$ cat src/rtl/scancode_stream_decoder.sv
// PS/2 Set-2 byte stream to key-event decoder feeding a first-word-fall-through event FIFO.
// An event is visible one cycle after its key byte; a full FIFO drops new events (sticky overflow) unless popped that cycle.

module scancode_fifo #(
  parameter int WIDTH = 9,
  parameter int DEPTH = 4
) (
  input  logic             clock,
  input  logic             reset_n,
  input  logic             push,
  input  logic [WIDTH-1:0] push_dat,
  input  logic             pop,
  output logic             head_vld,
  output logic [WIDTH-1:0] head_dat,
  output logic             full
);
  localparam int AW = (DEPTH > 1) ? $clog2(DEPTH) : 1;
  localparam logic [AW:0] CAP = (AW+1)'(DEPTH);
  localparam logic [AW-1:0] PTR_ONE = AW'(1);
  localparam logic [AW:0] CNT_ONE = (AW+1)'(1);

  logic [WIDTH-1:0] mem [DEPTH];
  logic [AW-1:0]    wr_ptr;
  logic [AW-1:0]    rd_ptr;
  logic [AW:0]      count;
  logic             do_push;
  logic             do_pop;

  assign head_vld = (count != '0);
  assign full     = (count == CAP);
  assign do_pop   = pop && head_vld;
  // A full FIFO still takes a push when the head leaves in the same cycle.
  assign do_push  = push && (!full || do_pop);
  assign head_dat = mem[rd_ptr];

  always_ff @(posedge clock) begin
    if (!reset_n) begin
      wr_ptr <= '0;
      rd_ptr <= '0;
      count  <= '0;
      mem    <= '{default: '0};
    end else begin
      if (do_push) begin
        mem[wr_ptr] <= push_dat;
        wr_ptr      <= wr_ptr + PTR_ONE;
      end
      if (do_pop) begin
        rd_ptr <= rd_ptr + PTR_ONE;
      end
      case ({do_push, do_pop})
        2'b10:   count <= count + CNT_ONE;
        2'b01:   count <= count - CNT_ONE;
        default: count <= count;
      endcase
    end
  end
endmodule

module scancode_stream_decoder #(
  parameter int DATA_W     = 6,
  parameter int DEPTH      = 4,
  parameter int EMIT_BREAK = 0
) (
  input  logic              clock,
  input  logic              reset_n,
  input  logic              code_valid,
  input  logic [7:0]        code,
  output logic              out_valid,
  input  logic              out_ready,
  output logic [DATA_W-1:0] out_data,
  output logic              out_break,
  output logic              out_ext,
  output logic              out_shift,
  output logic              overflow,
  output logic              unknown
);
  typedef enum logic [1:0] {IDLE, EXT, BRK, EXT_BRK} state_t;

  typedef struct packed {
    logic              brk;
    logic              ext;
    logic              shift;
    logic [DATA_W-1:0] code;
  } evt_t;

  state_t     state;
  state_t     state_nxt;
  logic       shift_l;
  logic       shift_r;
  logic       in_ext;
  logic       in_brk;
  logic       is_prefix;
  logic       is_ignored;
  logic       key_byte;
  logic       shift_key;
  logic [5:0] key_code;
  logic       evt_push;
  logic       evt_unknown;
  logic       pop;
  logic       fifo_full;
  evt_t       push_evt;
  evt_t       head_evt;

  function automatic logic [5:0] set2_map(input logic [7:0] b);
    case (b)
      8'h1C: set2_map = 6'd1;   8'h32: set2_map = 6'd2;   8'h21: set2_map = 6'd3;
      8'h23: set2_map = 6'd4;   8'h24: set2_map = 6'd5;   8'h2B: set2_map = 6'd6;
      8'h34: set2_map = 6'd7;   8'h33: set2_map = 6'd8;   8'h43: set2_map = 6'd9;
      8'h3B: set2_map = 6'd10;  8'h42: set2_map = 6'd11;  8'h4B: set2_map = 6'd12;
      8'h3A: set2_map = 6'd13;  8'h31: set2_map = 6'd14;  8'h44: set2_map = 6'd15;
      8'h4D: set2_map = 6'd16;  8'h15: set2_map = 6'd17;  8'h2D: set2_map = 6'd18;
      8'h1B: set2_map = 6'd19;  8'h2C: set2_map = 6'd20;  8'h3C: set2_map = 6'd21;
      8'h2A: set2_map = 6'd22;  8'h1D: set2_map = 6'd23;  8'h22: set2_map = 6'd24;
      8'h35: set2_map = 6'd25;  8'h1A: set2_map = 6'd26;  8'h45: set2_map = 6'd27;
      8'h16: set2_map = 6'd28;  8'h1E: set2_map = 6'd29;  8'h26: set2_map = 6'd30;
      8'h25: set2_map = 6'd31;  8'h2E: set2_map = 6'd32;  8'h36: set2_map = 6'd33;
      8'h3D: set2_map = 6'd34;  8'h3E: set2_map = 6'd35;  8'h46: set2_map = 6'd36;
      8'h29: set2_map = 6'd37;  8'h5A: set2_map = 6'd38;  8'h66: set2_map = 6'd39;
      default: set2_map = 6'd0;
    endcase
  endfunction

  always_ff @(posedge clock) begin
    if (!reset_n) begin
      state <= IDLE;
    end else begin
      state <= state_nxt;
    end
  end

  always_comb begin
    state_nxt = state;
    if (code_valid) begin
      if (code == 8'hE0) begin
        state_nxt = EXT;
      end else if (code == 8'hF0) begin
        if (state == IDLE) begin
          state_nxt = BRK;
        end else if (state == EXT) begin
          state_nxt = EXT_BRK;
        end
      end else begin
        state_nxt = IDLE;
      end
    end
  end

  always_comb begin
    in_ext      = (state == EXT) || (state == EXT_BRK);
    in_brk      = (state == BRK) || (state == EXT_BRK);
    is_prefix   = (code == 8'hE0) || (code == 8'hF0);
    is_ignored  = code inside {8'hAA, 8'hFA, 8'hFE, 8'hEE, 8'h00};
    key_byte    = code_valid && !is_prefix && !is_ignored;
    shift_key   = !in_ext && ((code == 8'h12) || (code == 8'h59));
    // Keypad enter is the only extended key this block understands.
    key_code    = in_ext ? ((code == 8'h5A) ? 6'd38 : 6'd0) : set2_map(code);
    evt_unknown = key_byte && !shift_key && (key_code == 6'd0);
    evt_push    = key_byte && !shift_key && (key_code != 6'd0) &&
                  (!in_brk || (EMIT_BREAK != 0));
    push_evt.brk   = in_brk;
    push_evt.ext   = in_ext;
    push_evt.shift = shift_l || shift_r;
    push_evt.code  = DATA_W'(key_code);
  end

  always_ff @(posedge clock) begin
    if (!reset_n) begin
      shift_l  <= 1'b0;
      shift_r  <= 1'b0;
      unknown  <= 1'b0;
      overflow <= 1'b0;
    end else begin
      if (key_byte && shift_key) begin
        if (code == 8'h12) begin
          shift_l <= !in_brk;
        end else begin
          shift_r <= !in_brk;
        end
      end
      unknown <= evt_unknown;
      if (evt_push && fifo_full && !pop) begin
        overflow <= 1'b1;
      end
    end
  end

  assign pop = out_valid && out_ready;

  scancode_fifo #(
    .WIDTH($bits(evt_t)),
    .DEPTH(DEPTH)
  ) u_fifo (
    .clock   (clock),
    .reset_n (reset_n),
    .push    (evt_push),
    .push_dat(push_evt),
    .pop     (pop),
    .head_vld(out_valid),
    .head_dat(head_evt),
    .full    (fifo_full)
  );

  assign out_data  = head_evt.code;
  assign out_break = head_evt.brk;
  assign out_ext   = head_evt.ext;
  assign out_shift = head_evt.shift;
endmodule

$ cat config.mk
export PLATFORM = sky130hd
export DESIGN_NAME = scancode_stream_decoder
export DESIGN_NICKNAME = d
export VERILOG_FILES = /design/src/rtl/scancode_stream_decoder.sv
export SDC_FILE = /design/constraint.sdc
export NUM_CORES = 1
export LEC_CHECK = 0
export BUFFER_PORTS_ARGS = -buffer_cell sky130_fd_sc_hd__buf_2
export CAP_MARGIN = 15
export CORE_ASPECT_RATIO = 0.7
export CORE_UTILIZATION = 60
export CTS_CLUSTER_SIZE = 28
export DETAILED_ROUTE_END_ITERATION = 8
export GPL_TIMING_DRIVEN = 0
export HOLD_SLACK_MARGIN = 0.05
export PLACE_DENSITY = 0.75
export SETUP_SLACK_MARGIN = 0.3
export SYNTH_ARGS = -nofsm -noshare
export SYNTH_HDL_FRONTEND = slang
export SYNTH_HIERARCHICAL = 1
export SYNTH_SLANG_ARGS = --single-unit
$ cat constraint.sdc
create_clock -name clock -period 10.6 [get_ports clock]
set_input_delay 1.59 -clock clock [delete_from_list [all_inputs] [get_ports clock]]
set_output_delay 1.59 -clock clock [all_outputs]
set_load 0.01 [all_outputs]
# Word-level counts from Yosys, hierarchy flattened
# Memories as Yosys holds them, arrays and structs flattened.
# Cells that the tools add are included.
# Widths: inputs -> output; s select.
dict set report word_totals {
  register_bits 49
  mem_bits_ro 768
  word_cells 90
  mem_count 1
}
# name words word_bits read_ports rd_clocked_by_memory_dff wr line_no
set memory_table {}
lappend memory_table {{(name not given)} 128 6 1 0 0 105} ;# case (b)
dict set report classes {
  addsub 4
  order_cmp 3
  eq_ne 16
  mux 14
  n_bitwise 3
  n_reduce_logical 37
}
# operator count
set op_table {}
lappend op_table {{$eq 8x8->1 const B} 6}
lappend op_table {{$bwmux 36} 1}
lappend op_table {{$mux 9} 3}
lappend op_table {{$bmux 9 s2} 1}
lappend op_table {{$demux 9 s2} 1}
lappend op_table {{$mux 6} 3}
lappend op_table {{$eq 8x7->1 const B} 2}
lappend op_table {{$logic_and 1x1->1} 14}
lappend op_table {{$eq 8x5->1 const B} 1}
lappend op_table {{$logic_not 8->1} 1}
lappend op_table {{$mux 2} 4}
lappend op_table {{$logic_not 1->1} 7}
lappend op_table {{$eq 2x2->1 const B} 3}
lappend op_table {{$ge 3x3->1 const B} 2}
lappend op_table {{$logic_not 6->1} 1}
lappend op_table {{$logic_or 1x1->1} 6}
lappend op_table {{$not 2->3} 2}
lappend op_table {{$pmux 3 s2} 1}
lappend op_table {{$reduce_and 2->1} 3}
lappend op_table {{$reduce_bool 6->1} 1}
lappend op_table {{$reduce_bool 5->1} 1}
lappend op_table {{$add 2x1->2 const B} 2}
lappend op_table {{$eq 2x1->1 const B} 2}
lappend op_table {{$ne 4x4->1 const B} 1}
lappend op_table {{other kinds (8)} 8}

# Depth between registers and ports, before layout
# Gate-level depths: netlist (run 1).
dict set report logic_depth {
  word_depth 11
  ltp_mapped 17
  mapped_depth_nobuf 16
}

# Cells and area by module
# The synthesis (run 1) kept the hierarchy.
# module instances cells_each area_each_um2
set modules_own_cells {}
lappend modules_own_cells {scancode_fifo 1 187 2014.4}
lappend modules_own_cells {scancode_stream_decoder 1 168 1253.7}

# Worst setup path before layout (run 1)
# No wires, ideal clock.
dict set report synth_timing {
  path_kind {input -> register}
  from {in code[2]}
  to {reg u_fifo.count[2]}
  setup_time_ns 0.076
  t_arrival_ns 4.785
  path_slack_ns 5.739
  stages 17
  path_buffers 1
  path_cell_list {buf_2 -> inv_1 -> ha_1 -> nor2b_1 -> or3b_1 -> a21oi_1 -> o31a_1 -> nor4_2 -> a2111oi_1 -> nor2b_2 -> inv_1 -> ha_1 -> inv_1 -> fa_1 -> xor2_1 -> or3_1 -> a21boi_0}
}
dict set report synth_via {
  word_cells_on_any_way 32
}
# element line_no
set synth_lines {}
lappend synth_lines {{from (decl)} 67} ;# input logic [7:0] code,
lappend synth_lines {{$mem_v2 128x6 *} -}
lappend synth_lines {{$mux 6 *} 105}
lappend synth_lines {{$mux 6 *} 156} ;# key_code = in_ext ? ((code == 8'h5A) ? 6'd38 : 6'd0) : set2_map(code);
lappend synth_lines {{net key_code[3]} 96} ;# logic [5:0] key_code;
lappend synth_lines {{$reduce_bool 6->1 *} 158} ;# evt_push = key_byte && !shift_key && (key_code != 6'd0) &&
lappend synth_lines {{$logic_and 1x1->1 * (2 in a row)} 158}
lappend synth_lines {{net evt_push} 97} ;# logic evt_push;
lappend synth_lines {{$logic_and 1x1->1 *} 33} ;# assign do_push = push && (!full || do_pop);
lappend synth_lines {{$eq 2x1->1 / $eq 2x2->1 (equally long branches)} 50} ;# case ({do_push, do_pop})
lappend synth_lines {{$pmux 3 s2 / $reduce_bool 2->1 (equally long branches)} -}
lappend synth_lines {{to (signal assigned)} 51} ;# 2'b10: count <= count + CNT_ONE;
lappend synth_lines {{to (signal assigned)} 52} ;# 2'b01: count <= count - CNT_ONE;
lappend synth_lines {{to (signal assigned)} 53} ;# default: count <= count;
lappend synth_lines {{to (decl)} 25} ;# logic [AW:0] count;
# Mark *: on every way through the listed nets, which the timed path passes. The rest lies on a longest branch.
# A chain may end at the register's enable or synchronous reset.

# Final worst setup path (run 1)
dict set report layout_timing {
  from {in code[1]}
  to {reg u_fifo.count[2]}
}
dict set report layout_via {
  word_cells_on_any_way 32
}
# element line_no
set layout_lines {}
lappend layout_lines {{$mem_v2 128x6 / $eq 8x7->1 (equally long branches)} -}
lappend layout_lines {{$mux 6 (on tied branches)} {105, 156}}
lappend layout_lines {{$mux 6 *} 156}
lappend layout_lines {{net key_code[1]} 96}
lappend layout_lines {{$reduce_bool 6->1 *} 158}
lappend layout_lines {{$logic_and 1x1->1 * (2 in a row)} 158}
lappend layout_lines {{net evt_push} 97}
lappend layout_lines {{$logic_and 1x1->1 *} 33}
lappend layout_lines {{$eq 2x1->1 / $eq 2x2->1 (equally long branches)} 50}
lappend layout_lines {{$pmux 3 s2 / $reduce_bool 2->1 (equally long branches)} -}
# Marks and branches as above.

==> results of run 1 <==
[layout make-up]
cell class / count / area [µm²]
Clock buffer: 7 / 96.3
Buffer: 24 / 143
Fill cell: 430 / 1670
Timing Repair Buffer: 21 / 105
Multi-Input combinational cell: 268 / 2090
Clock inverter: 1 / 5.00
Sequential cell: 49 / 981
Tap cell: 72 / 90.1
Inverter: 14 / 52.6
[synth_stat cells (7+ instances only)]
cell type,instances
mux2i_1,42
mux4_2,9
nand2_1,65
dfxtp_1,49
nand2b_1,7
ha_1,12
inv_1,13
buf_2,9
clkbuf_1,8
a21oi_1,12
nor2_1,10
nand3_1,11
[layer usage]
| layer | vias up | GRT usage [%] |
|---|---|---|
| met5 | - | 0 |
| met4 | 0 | 5.04 |
| met3 | 4 | 7.74 |
| met2 | 142 | 40.6 |
| met1 | 1356 | 44.0 |
| li1 | 1327 | - |
[sequential cells by signal, summed over array words and instances (netlist names)]
name / flops
u_fifo/mem: 36
state: 2
u_fifo/wr_ptr: 2
shift_l: 1
u_fifo/rd_ptr: 2
u_fifo/count: 3
overflow: 1
unknown: 1
shift_r: 1
[logic make-up (layout without fill, tap and decap cells)]
family                     after synthesis  in the layout
buffers and inverters                   38             67
xor gates and xnor gates                 5              5
AOI/OAI and AO/OA                       58             58
adders and majority gates               13             13
DFF                                     49             49
and+or+nand+nor                        138            138
muxes                                   54             54
[report_power, final]
group	internal, µW	switching [µW]
registers	187	3.68
logic	30.0	47.9
clock network	59.0	59.5
total	276	111
[worst max-delay path: stages]
cell,delay [ns]
buf_2,0.19
inv_1,0.12
ha_1,0.47
mux2_2,0.21
o21ai_1,0.10
a311o_1,0.36
o2bb2ai_2,0.16
nor2_1,0.08
a2111oi_1,0.78
nor2b_2,0.36
inv_1,0.07
ha_1,0.22
inv_1,0.09
fa_1,0.19
xor2_1,0.08
or3_1,0.30
a21boi_0,0.16
[worst min path at each step]
stage	endpoint	cells after the start	start
finish	u_fifo/mem[28]	2	u_fifo/mem[28]
global route	u_fifo/mem[8]	2	u_fifo/mem[8]
CTS	u_fifo/mem[30]	2	u_fifo/mem[30]
detailed placement	u_fifo/mem[33]	2	u_fifo/mem[33]
global placement	u_fifo/mem[31]	2	u_fifo/mem[31]
floorplan	u_fifo/mem[10]	2	u_fifo/mem[10]
[stage by stage]
step	instances	util (%)
after floorplan	355	-
after global placement	448	66.2
after detailed placement	448	66.2
after CTS	456	68.2
after global routing	456	68.2
final	456	68.2
==> impl_metrics.tcl, run 1 <==
set metrics [dict create \
    status "complete, no violations" \
    synthFlopType "dfxtp_1" \
    crit_path_end_kind "register" \
    critPathCapture "u_fifo/count[2]" \
    drv_cap 0 \
    cp_max_fo 8 \
    dp_hpwl_um 6040 \
    cts_resized 0 \
    portBuffers 21 \
    synth_seq_cells 49 \
    regToRegSetupSlack_ns 6.78 \
    min_period_over_period_pct 50.2 \
    fmax_mhz 188 \
    cp_data_arrival_time_ns 5.54 \
    async_flop_share_pct 0 \
    ys_seq_area_share_pct 30.0 \
    finalSetupViolations 0 \
    worst_slew_pin_slew_ns 0.873 \
    min_period_ns 5.32 \
    cts_buffer_depth 2 \
    synth-simple-area-share_pct 23.9 \
    grt_setup_unrepaired "no" \
    top_layer "met4" \
    yosysWarnings 6 \
    cts_tree "built" \
    gp_congestion 1.00 \
    synth_xor_area_share_pct 1.34 \
    rows 22 \
    tns_ns 0 \
    post_cts_buffers 0 \
    crit_type "primary input to register" \
    r2r_cells 14 \
    vias 2829 \
    route.met2.wl_um 3320 \
    synth_top_family_by_area "simple AND/OR/NAND/NOR gates" \
    root_buffer "clkbuf_8" \
    critPathLaunch "code[1]" \
    grt_pass1_wl_um 13100 \
    maxSlewViolCount 0 \
    power_density_nw_per_um2 109 \
    wl_met1_um 3860 \
    overflow 0 \
    gr-usage-all-layers_pct 28.8 \
    synth_fp_nets 380 \
    clkLatencyLatePin_ns 0.30 \
    required_ns 10.82 \
    die_area_um2 5750 \
    synth_cell_types 71 \
    drtPass1Iterations 4 \
    final_cell_mix "nand2_1, dfxtp_1, mux2i_1, buf_2, inv_1" \
    cp-start-kind "primary input" \
    die_h_um 63.8 \
    synth-edff-count 0 \
    placed_area_um2 3460 \
    stdcell_area_um2 3560 \
    viasPerCell 6.20 \
    yosys-top-cells-area "dfxtp_1, mux2i_1, nand2_1" \
    grt_pass1_vias 2599 \
    layout_commonest_cell "nand2_1" \
    cts_made_buffers 5 \
    hold_viol 0 \
    slew_headroom_pct 41.6 \
    grt_antenna_before_repair 0 \
    antenna_left 0 \
    ios 24 \
    met3_length_um 755 \
    synth.top_cell.area_share_pct 30.0 \
    grt_start_max_net_pins 15 \
    p_leak_uw 0.00130 \
    drive_gt1_share_pct 19.3 \
    hold_class "register to register" \
    n_antenna_cell 0 \
    synth-compound-area-share_pct 13.5 \
    clock-sinks 49 \
    wl_um 7950 \
    fin_nets 408 \
    pre_cts_ws_ns 5.07 \
    design.core.area_um2 5230 \
    synthAdderAreaFrac_pct 5.21 \
    avgSynthCellArea_um2 9.21 \
    postSynthCellCount 355 \
    start_util_pct 62.5 \
    dr.first_iter.drc_count 305 \
    setup_slack_ns 5.28 \
    peakVddDrop_mv 0.0813 \
    synthMuxAreaShare_pct 20.1 \
    timing.hold.ws_ns 0.459 \
    routedWlPerCell_um 17.4 \
    synth_area_um2 3270 \
    ctsHoldBuffers 0 \
    die_w_um 90.2 \
    area_growth_pct 9.07 \
    rr_endpoint "u_fifo/count[2]" \
    clk_pin_slew_ns 0.08 \
    total_power_uw 388 \
    r2r-start "state[0]" \
    skew_ns 0.00580 \
    drc 0 \
    yosys.area.top_type "dfxtp_1" \
    cts-htree-levels 2 \
]
Power figures use the tool's default switching activity.
==> run 2, diff against run 1 <==
ABC_AREA = 1   (was default)
clock period = 5 ns   (was 10.6 ns; I/O delays follow)
==> run 2 against run 1 <==
Effect of this change:
- first-iteration DRC count increased by 60%
- sequential share of layout area decreased by 3.5 points
- setup slack got worse by 4.0 ns
- area after synthesis increased by 15%
- register-to-register slack got worse by 4.9 ns
- synthesized cell count increased by 74%
- clock power increased to 2.5 times the previous value
- flip-flop and latch count unchanged
- cell count increased by 59%
- die area increased by 15%
- highest routed layer unchanged
==> impl_metrics.tcl, run 2 <==
set metrics [dict create \
    status "complete, no violations" \
    ys_top_cells_by_count "nand2_1, inv_1, nor2_1" \
    layout_commonest_cell "nand2_1" \
    die_w_um 96.6 \
    postSynthCellCount 619 \
    required_ns 5.22 \
    drtPass1Iterations 5 \
    cp_max_fo 10 \
    avgSynthCellArea_um2 6.07 \
    total_power_uw 1060 \
    crit_buf_inv 6 \
    cpPeakStageDelay_ns 0.44 \
    power_density_nw_per_um2 260 \
    top_register "u_fifo/mem" \
    grt_pass1_vias 3329 \
    wl_um 10400 \
    post_cts_buffers 0 \
    synthFlopType "dfxtp_1" \
    clk_pin_slew_ns 0.09 \
    p_leak_uw 0.00207 \
    fill_cells 537 \
    synth_fp_nets 644 \
    yosys.area.top_type "dfxtp_1" \
    rows 23 \
    hold_viol 0 \
    slowest_stage "fa_1" \
    hold_start "shift_r" \
    gr-usage-all-layers_pct 32.6 \
    yosys-top-cells-area "dfxtp_1, nand2_1, inv_1" \
    async_flop_share_pct 0 \
    n_antenna_cell 0 \
    ios 24 \
    yosysMostFrequentCell "nand2_1" \
    grt_setup_unrepaired "no" \
    timing.hold.ws_ns 0.458 \
    worst_slew_pin_slew_ns 0.596 \
    critPathMostFrequentCell "nand2_1" \
    fin_util_pct 69.5 \
    cts_tree "built" \
    cts-htree-levels 2 \
    drc 0 \
    vias 3983 \
    min_period_over_period_pct 75.3 \
    critPathLaunch "code[1]" \
    finalSetupViolations 0 \
    start_util_pct 64.0 \
    grt_antenna_before_repair 0 \
    ctsHoldBuffers 0 \
    yosysWarnings 6 \
    fin_nets 673 \
    grt_pass1_wl_um 16700 \
    area_growth_pct 8.62 \
    antenna_left 0 \
    gp_congestion 0.968 \
    root_buffer "clkbuf_8" \
    cts_made_buffers 5 \
    setup_slack_ns 1.23 \
    design.core.area_um2 5870 \
    cts_resized 0 \
    dp_hpwl_um 7800 \
    top_regs "u_fifo/mem: 36 flops, u_fifo/count: 3 flops" \
    synth_area_um2 3760 \
    grt_start_max_net_pins 16 \
    fmax_mhz 265 \
    portBuffers 22 \
    pre_cts_ws_ns 1.01 \
    die_h_um 68.2 \
    crit_path_end_kind "register" \
    ys_seq_area_share_pct 26.1 \
    dr.first_iter.drc_count 489 \
    hold_class "register to register" \
    die_area_um2 6590 \
    r2r-start "state[0]" \
    cp_data_arrival_time_ns 3.99 \
    synth_cell_types 33 \
    synth.top_cell.area_share_pct 26.1 \
    min_period_ns 3.77 \
    drv_cap 0 \
    maxSlewViolCount 0 \
    overflow 0 \
    clkLatencyLatePin_ns 0.32 \
    drive_gt1_share_pct 13.1 \
    critical_path.top_delay_family "simple AND/OR/NAND/NOR gates" \
    synth_seq_cells 49 \
    cp-start-kind "primary input" \
    largest_reg_flops 36 \
    cts_buffer_depth 2 \
    viasPerCell 5.50 \
    synth-edff-count 0 \
    slew_headroom_pct 60.3 \
    clock-sinks 49 \
    skew_ns 0.00645 \
    routedWlPerCell_um 14.3 \
    final_cell_mix "nand2_1, inv_1, nor2_1, dfxtp_1, nand3_1" \
    peakVddDrop_mv 0.245 \
    tns_ns 0 \
    crit_type "primary input to register" \
]
==> run 2: cell types whose count changed after synthesis, moves of 29 or more <==
cell     change
nand2_1    +104
inv_1      +107
nand4_1     +37
nor2_1      +48
nand3_1     +29
mux2i_1     -42
==> run 2: power by group <==
| group | internal, µW | switching (µW) |
|---|---|---|
| registers | 416 | 17.2 |
| clock network | 163 | 140 |
| logic | 108 | 219 |
==> run 2: path summary, 6_finish.rpt <==
kind / endpoint / slack [ns] / depth (start not counted)
setup / recovery: u_fifo/count[2] / 1.23 / 26
hold / removal: shift_r / 0.46 / 2
setup reg to reg: u_fifo/count[2] / 1.85 / 19
hold reg to reg: shift_r / 0.46 / 2
==> run 2: stage by stage <==
step / std cells / cell area, µm²
2_1_floorplan: 619 / 3760
3_3_place_gp: 716 / 3960
3_5_place_dp: 716 / 3960
4_1_cts: 724 / 4080
5_1_grt: 724 / 4080
6_report: 724 / 4080
==> run 2: layer usage <==
metal / global-route usage (%) / vias up / share of wire, %
li1: - / 1972 / -
met4: 5.04 / 0 / 0.65
met1: 49.6 / 1763 / 49
met3: 9.50 / 12 / 13
met5: 0 / - / 0
met2: 45.1 / 236 / 38
==> run 2: kinds of logic (layout without fill, tap and decap cells) <==
family          count (synthesis)  after routing  share of synthesized area, %
simple gates                  336            336                          42.0
buf+inv                       158            188                          18.5
compound gates                 62             62                          8.56
flops                          49             49                          26.1
fa+ha+maj                      13             13                          4.53
xor+xnor                        1              1                         0.233
==> run 2: final cells by class <==
cell class,count,area [µm²],area share [%]
inverter,125,472,11.6
tap,75,93.8,2.30
sequential,49,981,24.0
buffer,33,225,5.52
timing repair buffer,22,110,2.70
clock inverter,2,37.5,0.919
clock buffer,6,82.6,2.02
multi-input combinational,412,2080,51.0
==> run 2: worst register-to-register path: cells and delay by family, from the launching register on <==
kind                     cells  cell delay (ns)
AND/OR/NAND/NOR             12             1.36
buffers and inverters        5             0.95
flip-flops                   1             0.41
adder cells (fa/ha/maj)      2             0.40
==> run 3, diff against run 2 <==
CORE_UTILIZATION = 56   (was 60)
PLACE_DENSITY = 0.73   (was 0.75)
clock period = 3.2 ns   (was 5 ns; I/O delays follow)
==> run 3 against run 2 <==
Effect of this change:
- sequential power rose by 56%
- setup slack worse by 0.89 ns
- utilization decreased by 0.62 points
- global-route usage is 4.8 points lower
- via count shrank 2.0%
- design area rose by 7.5%
- flip-flop and latch count unchanged
- first-iteration DRC count is 22% lower
- critical path type unchanged
- critical endpoint unchanged
- largest cell class unchanged
==> impl_metrics.tcl, run 3 (synthesis results as in run 2) <==
set metrics [dict create \
    status "complete, no violations" \
    hold_viol 0 \
    instances_no_fill 751 \
    grt_antenna_before_repair 0 \
    fin_nets 685 \
    vias 3904 \
    portBuffers 22 \
    area_growth_pct 16.7 \
    clkLatencyLatePin_ns 0.30 \
    skew_ns 0.00849 \
    die_h_um 70.5 \
    start_util_pct 59.0 \
    crit_type "primary input to register" \
    drv_cap 0 \
    fmax_mhz 350 \
    placedCellCount 732 \
    peakVddDrop_mv 0.277 \
    overflow 0 \
    hold_class "primary input to register" \
    min_period_over_period_pct 89.4 \
    antenna_left 0 \
    drive_gt1_share_pct 18.8 \
    dr.first_iter.drc_count 379 \
    cts_buffer_depth 2 \
    power_density_nw_per_um2 378 \
    top_register "u_fifo/mem" \
    crit_path_end_kind "register" \
    clk_pin_slew_ns 0.09 \
    die_area_um2 7050 \
    min_period_ns 2.86 \
    cp-start-kind "primary input" \
    largest_reg_flops 36 \
    dp_hpwl_um 7250 \
    grt_start_max_net_pins 15 \
    total_power_uw 1660 \
    n_antenna_cell 0 \
    worst_slew_pin_slew_ns 0.520 \
    clock-sinks 49 \
    routedWlPerCell_um 12.8 \
    final_cell_mix "nand2_1, inv_1, nor2_1, dfxtp_1" \
    design.core.area_um2 6370 \
    grt_pass1_wl_um 15700 \
    grt_pass1_vias 3382 \
    drc 0 \
    grt_setup_unrepaired "yes" \
    top_regs "u_fifo/mem: 36 flops, u_fifo/count: 3 flops" \
    slew_headroom_pct 65.4 \
    cp_data_arrival_time_ns 3.07 \
    viasPerCell 5.20 \
    cts_made_buffers 5 \
    gr-usage-all-layers_pct 27.9 \
    fin_util_pct 68.9 \
    rows 24 \
    wl_um 9640 \
    cts-htree-levels 2 \
    finalSetupViolations 0 \
    ios 24 \
    p_leak_uw 0.00215 \
    maxSlewViolCount 0 \
    ctsHoldBuffers 0 \
    required_ns 3.41 \
    gp_congestion 0.952 \
    root_buffer "clkbuf_8" \
    cp_max_fo 8 \
    drtPass1Iterations 5 \
    cts_tree "built" \
    layout_commonest_cell "nand2_1" \
    fill_cells 626 \
    die_w_um 99.9 \
]
## run 3: changes by cell type in the layout (fill, tap and decap cells not counted), sizes merged
cell      previous run  this run
buf                 48        61
clkbuf              13        11
clkinv               0         1
clkinvlp             1         0
## run 3: routing by layer
metal	vias to the layer above	GRT usage (%)	wire length, µm
met5	-	0	0
met4	0	6.70	82
met3	7	4.94	801
met2	153	39.5	3910
met1	1737	43.3	4850
li1	2007	-	-
## run 3: stage by stage
stage          setup TNS (ns)  setup slack [ns]  hold WS [ns]  instance area (µm²)
5_1_grt                     0            0.0923         0.408                 4390
2_1_floorplan               0             0.300         0.429                 3790
3_3_place_gp           -0.410            -0.235         0.438                 4020
4_1_cts                     0             0.300         0.401                 4200
3_5_place_dp           -0.590            -0.292         0.450                 4020
6_report                    0             0.341         0.404                 4390
## run 3: timing repair
item,CTS,global route
gates resized for setup,16,35
pin swaps,2,23
buffers inserted,2,10
setup endpoints to repair,3,3
## run 3: final cells by class
class	count	area [µm²]	share of cell area [%]
multi-input cells	412	2210	50.4
flip-flops and latches	49	981	22.4
inverters	125	487	11.1
plain buffers	33	264	6.02
repair buffers	34	225	5.13
well taps	91	114	2.59
clock buffers	5	68.8	1.57
clock inverters	2	35.0	0.798
## run 3: path summary, 6_finish.rpt
path         startpoint              end  slack [ns]  depth (start not counted)
max             code[0]  u_fifo/count[2]        0.34                         27
min          code_valid         state[1]        0.40                          2
max reg2reg    state[0]  u_fifo/count[2]        0.63                         19
min reg2reg    overflow         overflow        0.46                          2
## run 3: report_power, final
part	internal, µW	switching [µW]
registers	649	26.6
logic	209	346
clock network	227	201
## run 3: worst max-delay path: stages
cell and delay, ns:
buf_12 0.10, inv_8 0.04, ha_4 0.15, buf_8 0.14
nand3_4 0.10, nand2_2 0.06, nand2_2 0.08, nor2_4 0.06
nand2_1 0.07, nand2_1 0.06, a21oi_2 0.14, nand2_1 0.06
nor2_1 0.09, nand2_1 0.08, and2_4 0.17, buf_8 0.12
buf_8 0.12, nand2_8 0.05, ha_4 0.13, inv_4 0.03
fa_2 0.37, nor2_2 0.12, nor2_1 0.05, nand2_1 0.07
nand2_1 0.05, nand2_1 0.05, nor2_1 0.04
